$ cat src/rtl/cell_clear_engine.sv
// Cell-erase engine: latches up to NUM_SEL cell indices and paints each valid,
// distinct cell as a solid CELL_W x CELL_H rectangle, one pixel per clock.
module cell_clear_engine #(
  parameter int unsigned NUM_SEL   = 3,
  parameter int unsigned SEL_W     = 4,
  parameter int unsigned GRID_COLS = 3,
  parameter int unsigned GRID_ROWS = 3,
  parameter int unsigned X_ORIGIN  = 50,
  parameter int unsigned Y_ORIGIN  = 30,
  parameter int unsigned PITCH_X   = 20,
  parameter int unsigned PITCH_Y   = 20,
  parameter int unsigned CELL_W    = 16,
  parameter int unsigned CELL_H    = 16,
  parameter int unsigned COLOUR_W  = 3
) (
  input  logic                           clk,
  input  logic                           reset_n,
  input  logic                           start,
  input  logic [NUM_SEL*SEL_W-1:0]       sel_in,
  input  logic [COLOUR_W-1:0]            fill_colour,
  input  logic                           clear_mask,
  output logic [7:0]                     xout,
  output logic [6:0]                     yout,
  output logic [COLOUR_W-1:0]            colour,
  output logic                           plot,
  output logic                           busy,
  output logic                           done,
  output logic [GRID_COLS*GRID_ROWS-1:0] cleared_mask
);

  localparam int unsigned NUM_CELLS = GRID_COLS * GRID_ROWS;
  localparam int unsigned SLOT_W    = (NUM_SEL > 1) ? $clog2(NUM_SEL) : 1;
  localparam int unsigned PX_W      = (CELL_W > 1) ? $clog2(CELL_W) : 1;
  localparam int unsigned PY_W      = (CELL_H > 1) ? $clog2(CELL_H) : 1;

  typedef enum logic [2:0] {S_IDLE, S_CHECK, S_DRAW, S_ADVANCE, S_DONE} state_t;

  state_t              state;
  logic [SEL_W-1:0]    sel_arr [NUM_SEL];
  logic [COLOUR_W-1:0] colour_q;
  logic [SLOT_W-1:0]   slot;
  logic [PX_W-1:0]     px;
  logic [PY_W-1:0]     py;
  logic [7:0]          x0;
  logic [6:0]          y0;

  logic [SEL_W-1:0]     idx_c;
  logic                 dup_c;
  logic                 skip_c;
  int unsigned          cell_c;
  int unsigned          col_c;
  int unsigned          row_c;
  logic [7:0]           x0_c;
  logic [6:0]           y0_c;
  logic [NUM_CELLS-1:0] one_hot_c;
  logic                 px_last_c;
  logic                 py_last_c;
  logic [PX_W-1:0]      px_n_c;
  logic [PY_W-1:0]      py_n_c;

  // Decode of the current slot: validity, duplicate filter and cell origin
  always_comb begin
    idx_c = sel_arr[slot];
    dup_c = 1'b0;
    for (int k = 0; k < NUM_SEL; k++) begin
      if ((SLOT_W'(k) < slot) && (sel_arr[k] == idx_c)) dup_c = 1'b1;
    end
    skip_c    = (idx_c == '0) || (32'(idx_c) > NUM_CELLS) || dup_c;
    cell_c    = 32'(idx_c) - 32'd1;
    col_c     = cell_c % GRID_COLS;
    row_c     = cell_c / GRID_COLS;
    x0_c      = 8'(X_ORIGIN + col_c * PITCH_X);
    y0_c      = 7'(Y_ORIGIN + row_c * PITCH_Y);
    one_hot_c = {{(NUM_CELLS-1){1'b0}}, 1'b1} << cell_c;
  end

  // Raster-scan step within the rectangle
  always_comb begin
    px_last_c = (px == PX_W'(CELL_W - 1));
    py_last_c = (py == PY_W'(CELL_H - 1));
    px_n_c    = px_last_c ? '0 : px + PX_W'(1);
    py_n_c    = px_last_c ? py + PY_W'(1) : py;
  end

  always_ff @(posedge clk or negedge reset_n) begin
    if (!reset_n) begin
      state        <= S_IDLE;
      colour_q     <= '0;
      slot         <= '0;
      px           <= '0;
      py           <= '0;
      x0           <= '0;
      y0           <= '0;
      xout         <= '0;
      yout         <= '0;
      colour       <= '0;
      plot         <= 1'b0;
      busy         <= 1'b0;
      done         <= 1'b0;
      cleared_mask <= '0;
      for (int k = 0; k < NUM_SEL; k++) sel_arr[k] <= '0;
    end else begin
      done <= 1'b0;
      // A clear coinciding with a CHECK leaves only the freshly painted bit
      cleared_mask <= (clear_mask ? '0 : cleared_mask)
                    | (((state == S_CHECK) && !skip_c) ? one_hot_c : '0);
      case (state)
        S_IDLE: begin
          if (start) begin
            for (int k = 0; k < NUM_SEL; k++) sel_arr[k] <= sel_in[k*SEL_W +: SEL_W];
            colour_q <= fill_colour;
            slot     <= '0;
            busy     <= 1'b1;
            state    <= S_CHECK;
          end
        end
        S_CHECK: begin
          if (skip_c) begin
            state <= S_ADVANCE;
          end else begin
            x0     <= x0_c;
            y0     <= y0_c;
            px     <= '0;
            py     <= '0;
            xout   <= x0_c;
            yout   <= y0_c;
            colour <= colour_q;
            plot   <= 1'b1;
            state  <= S_DRAW;
          end
        end
        S_DRAW: begin
          if (px_last_c && py_last_c) begin
            plot   <= 1'b0;
            xout   <= '0;
            yout   <= '0;
            colour <= '0;
            state  <= S_ADVANCE;
          end else begin
            px   <= px_n_c;
            py   <= py_n_c;
            xout <= x0 + 8'(px_n_c);
            yout <= y0 + 7'(py_n_c);
          end
        end
        S_ADVANCE: begin
          if (slot == SLOT_W'(NUM_SEL - 1)) begin
            done  <= 1'b1;
            state <= S_DONE;
          end else begin
            slot  <= slot + SLOT_W'(1);
            state <= S_CHECK;
          end
        end
        S_DONE: begin
          busy  <= 1'b0;
          state <= S_IDLE;
        end
        default: state <= S_IDLE;
      endcase
    end
  end

endmodule
$ cat config.mk
export PLATFORM = sky130hd
export DESIGN_NAME = cell_clear_engine
export DESIGN_NICKNAME = d
export VERILOG_FILES = /design/src/rtl/cell_clear_engine.sv
export SDC_FILE = /design/constraint.sdc
export NUM_CORES = 1
export LEC_CHECK = 0
export BUFFER_PORTS_ARGS = -buffer_cell sky130_fd_sc_hd__buf_2
export CAP_MARGIN = 20
export CORE_UTILIZATION = 54
export DETAILED_ROUTE_END_ITERATION = 10
export PLACE_DENSITY = 0.77
export SLEW_MARGIN = 20
export SYNTH_ARGS = -nofsm -noshare
export SYNTH_HDL_FRONTEND = slang
export SYNTH_SLANG_ARGS = --single-unit
$ cat constraint.sdc
create_clock -name clk -period 5.1 [get_ports clk]
set_input_delay 0.255 -clock clk [delete_from_list [all_inputs] [get_ports clk]]
set_output_delay 0.255 -clock clk [all_outputs]
set_load 0.01 [all_outputs]
==> impl_results.md <==
* Run status: completed
* Final Setup Violations at 0
* Hold crit path type: in -> reg
* Hold-critical path endpoint: sel_arr[5]
* H-tree depth at 3
* Hpwl dp at ~7.4 mm
* Via count at 3795
* DIE WIDTH at around 90 um
* Clock Path Buffers at 2
* CTS clk-pin slew, worst paths at about 80 ps
* Syn-to-layout area delta at 19.2%
* Setup WS pre-CTS at about 6.3 ps
* Synth Net Count at 522
* WL per Instance at around 17 um
* Synth top area cells: dfrtp_1 39%, ha_1 7.3%, nand2_1 3.7%, inv_1 3.0%, mux2_2 3.0%
* Setup CP Type: reg -> reg
* IO buf count at 48
* First-pass GRT wire length at approximately 17 mm
* Max-slew headroom at 0.408
* Hold path startpoint: sel_in[5]
* Avg Cell Area, Syn at about 9.4 um^2
* Post-synth ARST share at 1.00
* Initial antenna violation count at 0
* Final core occ at 0.675
* Share of cells above drive strength 1 at 0.258
* R2R cell count at 22
* Sink Count at 70
* Clk root buf: clkbuf_8
* XOR/XNOR share of the synthesized area at 0.0588
* WP data arrival at between 5000 and 6000 ps
* Core Area at between 0.007 and 0.008 mm^2
* Dpl cell area at about 0.0050 mm^2
* Compound-gate portion of the synthesized area at 0.191
* Adder-Cell Fraction of Synth Area at 0.0867
* # DRC at 0
* Max-Cap Viols at 0
* Diodes inserted at 0
* Total GRT Usage at 0.257
* Synth cell types at 67
* Via-per-instance ratio at about 5.9
* Cells on Worst Hold Path at 3
* Commonest cells post-synth: 70 x dfrtp_1, 44 x nand2_1, 36 x inv_1
* Yosys top cell area share at 0.394
* Grt ovf at 0
* Post-layout nets at between 500 and 600
* Fin crit share at 0.976
* CTS Buf Count at 9
* Post-synth top area cell: dfrtp_1
* Fin Clk Skew at ~11 ps
* Reg2Reg Launch Point: slot[1]
* Mux share of post-synthesis cell area at 0.0580
* Yosys warnings at 0
* Number of global-route vias before repair at 3617
* Seq cells post-synth at 70
* Post-synthesis simple-gate area fraction at 0.155
* Drt pass-1 iters at 5
* Sum Neg Setup Slack at 0 ps
* Crit. End Element: register
* Worst-Margin Slew at 888 ps
* Hold Violations, Final at 0
* Iter 0 DRT Violations at 290
* Startpoint types: register
* Synth Cell Area at 0.00445 mm^2
* Max Freq at about 0.2 GHz
* CTS tree: done
* Clk Latency, worst-skew pair at approximately 350 ps
* Largest family of logic cells by synthesized area: compound AO/OA/AOI/OAI gates
* Design Area, Final at around 0.0053 mm^2
* Crit Path Max Fanout at 7
* Row cnt at 32
* Reg-to-reg endpoint: x0[7]
* Largest net degree at the start of global routing at between 70 and 80
* Antenna-violating nets left at 0
* Die Y-Extent at 92.7 um
* Hold buffer count at cts at 0
* Die ar. at between 0.008 and 0.009 mm^2
* Final Max Tran Viols at 0
* Post-synth top flop: dfrtp_1
* R2r setup slk at ~120 ps
* Starting Density at 0.567
* # IOs at 49
* Tmin final at between 4000 and 5000 ps
* Final worst slack at 124 ps
* Critical Path RT at about 5300 ps
* Drt total wl at roughly 11 mm
* Routability Congestion at ~0.95
* Mapped Cells at 474
* Cell with the most instances after synthesis: dfrtp_1
* Seq/Total Area, Yosys at 0.394
* Post-synth EDFFs at 0
worst max-delay path, cell delays in order, from the launching register on:
cell	delay (ps)
dfrtp_2	500
mux2i_4	230
a2bb2oi_4	190
ha_4	190
o211ai_2	110
nor4_2	80
or3_1	370
buf_4	170
a211o_4	380
xnor2_4	150
ha_2	200
nand4b_4	220
nor2_8	150
mux2i_2	250
inv_1	70
ha_1	290
ha_1	200
inv_1	70
fa_1	460
a21oi_2	140
xnor2_1	100
xnor2_1	240
a21oi_1	100
stage by stage:
| stage | cells | hold slack [ps] |
|---|---|---|
| after floorplan | 474 | -40.6 |
| after global placement | 624 | 457 |
| after detailed placement | 624 | 460 |
| after CTS | 640 | 90.8 |
| after global routing | 648 | 124 |
| final | 648 | 104 |
kinds of logic (layout without fill, tap and decap cells):
kind of cell / count (synthesis) / after routing
other cells: 1 / 1
buf+inv: 62 / 134
simple gates: 137 / 137
fa+ha+maj: 29 / 29
flops: 70 / 70
mux: 23 / 23
compound gates: 123 / 123
xor+xnor: 29 / 29
area by class of cell:
type | instances | area [um^2]
fillers | 617 | 2550
multi-input cells | 342 | 2530
flip-flops and latches | 70 | 1750
repair buffers | 81 | 500
inverters | 38 | 143
clock buffers | 10 | 138
well taps | 102 | 128
clock inverters | 5 | 106
routing by layer:
| metal | global-route usage | vias to the layer above | part of all wire |
|---|---|---|---|
| met5 | 0 | - | 0 |
| met4 | 0.0885 | 0 | 0.014 |
| met3 | 0.0534 | 19 | 0.062 |
| met2 | 0.409 | 157 | 0.47 |
| met1 | 0.349 | 1814 | 0.45 |
| li1 | - | 1805 | - |
sequential cells by signal, summed over array words and instances, names as in the netlist:
signal	count
state	3
sel_arr	12
done	1
xout	8
py	4
cleared_mask	9
slot	2
y0	5
busy	1
x0	7
yout	7
plot	1
colour	3
colour_q	3
px	4
cells in the final DEF (no fill, tap or decap), drive strengths merged, types with 3 or more instances in the layout:
| cell type | instances |
|---|---|
| a2111oi | 3 |
| a21o | 11 |
| a21oi | 20 |
| a22o | 4 |
| a31o | 3 |
| a31oi | 5 |
| and3 | 3 |
| buf | 81 |
| bufinv | 3 |
| clkbuf | 10 |
| dfrtp | 70 |
| fa | 3 |
| ha | 26 |
| inv | 39 |
| mux2 | 13 |
| mux2i | 10 |
| nand2 | 44 |
| nand2b | 5 |
| nand3 | 10 |
| nand3b | 3 |
| nand4 | 6 |
| nor2 | 36 |
| nor2b | 7 |
| nor3 | 12 |
| o211ai | 5 |
| o21a | 5 |
| o21ai | 32 |
| o221ai | 5 |
| o22ai | 14 |
| o32ai | 3 |
| xnor2 | 15 |
| xor2 | 14 |
how the worst max path moves through the flow:
stage,slack [ps],start,endpoint,depth (start not counted)
finish,120,slot[1],x0[7],22
detailed placement,6,slot[1],xout[7],21
global placement,150,slot[1],xout[7],21
floorplan,8,slot[0],x0[7],26
global route,-70,slot[1],x0[7],22
CTS,30,slot[1],xout[7],22
repair_timing:
action | in CTS | in global routing
pin swaps | 1 | 6
gates resized for setup | 1 | 6
endpoints found under the setup margin | 3 | 4
buffers inserted | 1 | 8
Power is left out: the tool's default activity adds up to more than one toggle a clock period on the data nets, which glitch-free logic cannot reach.
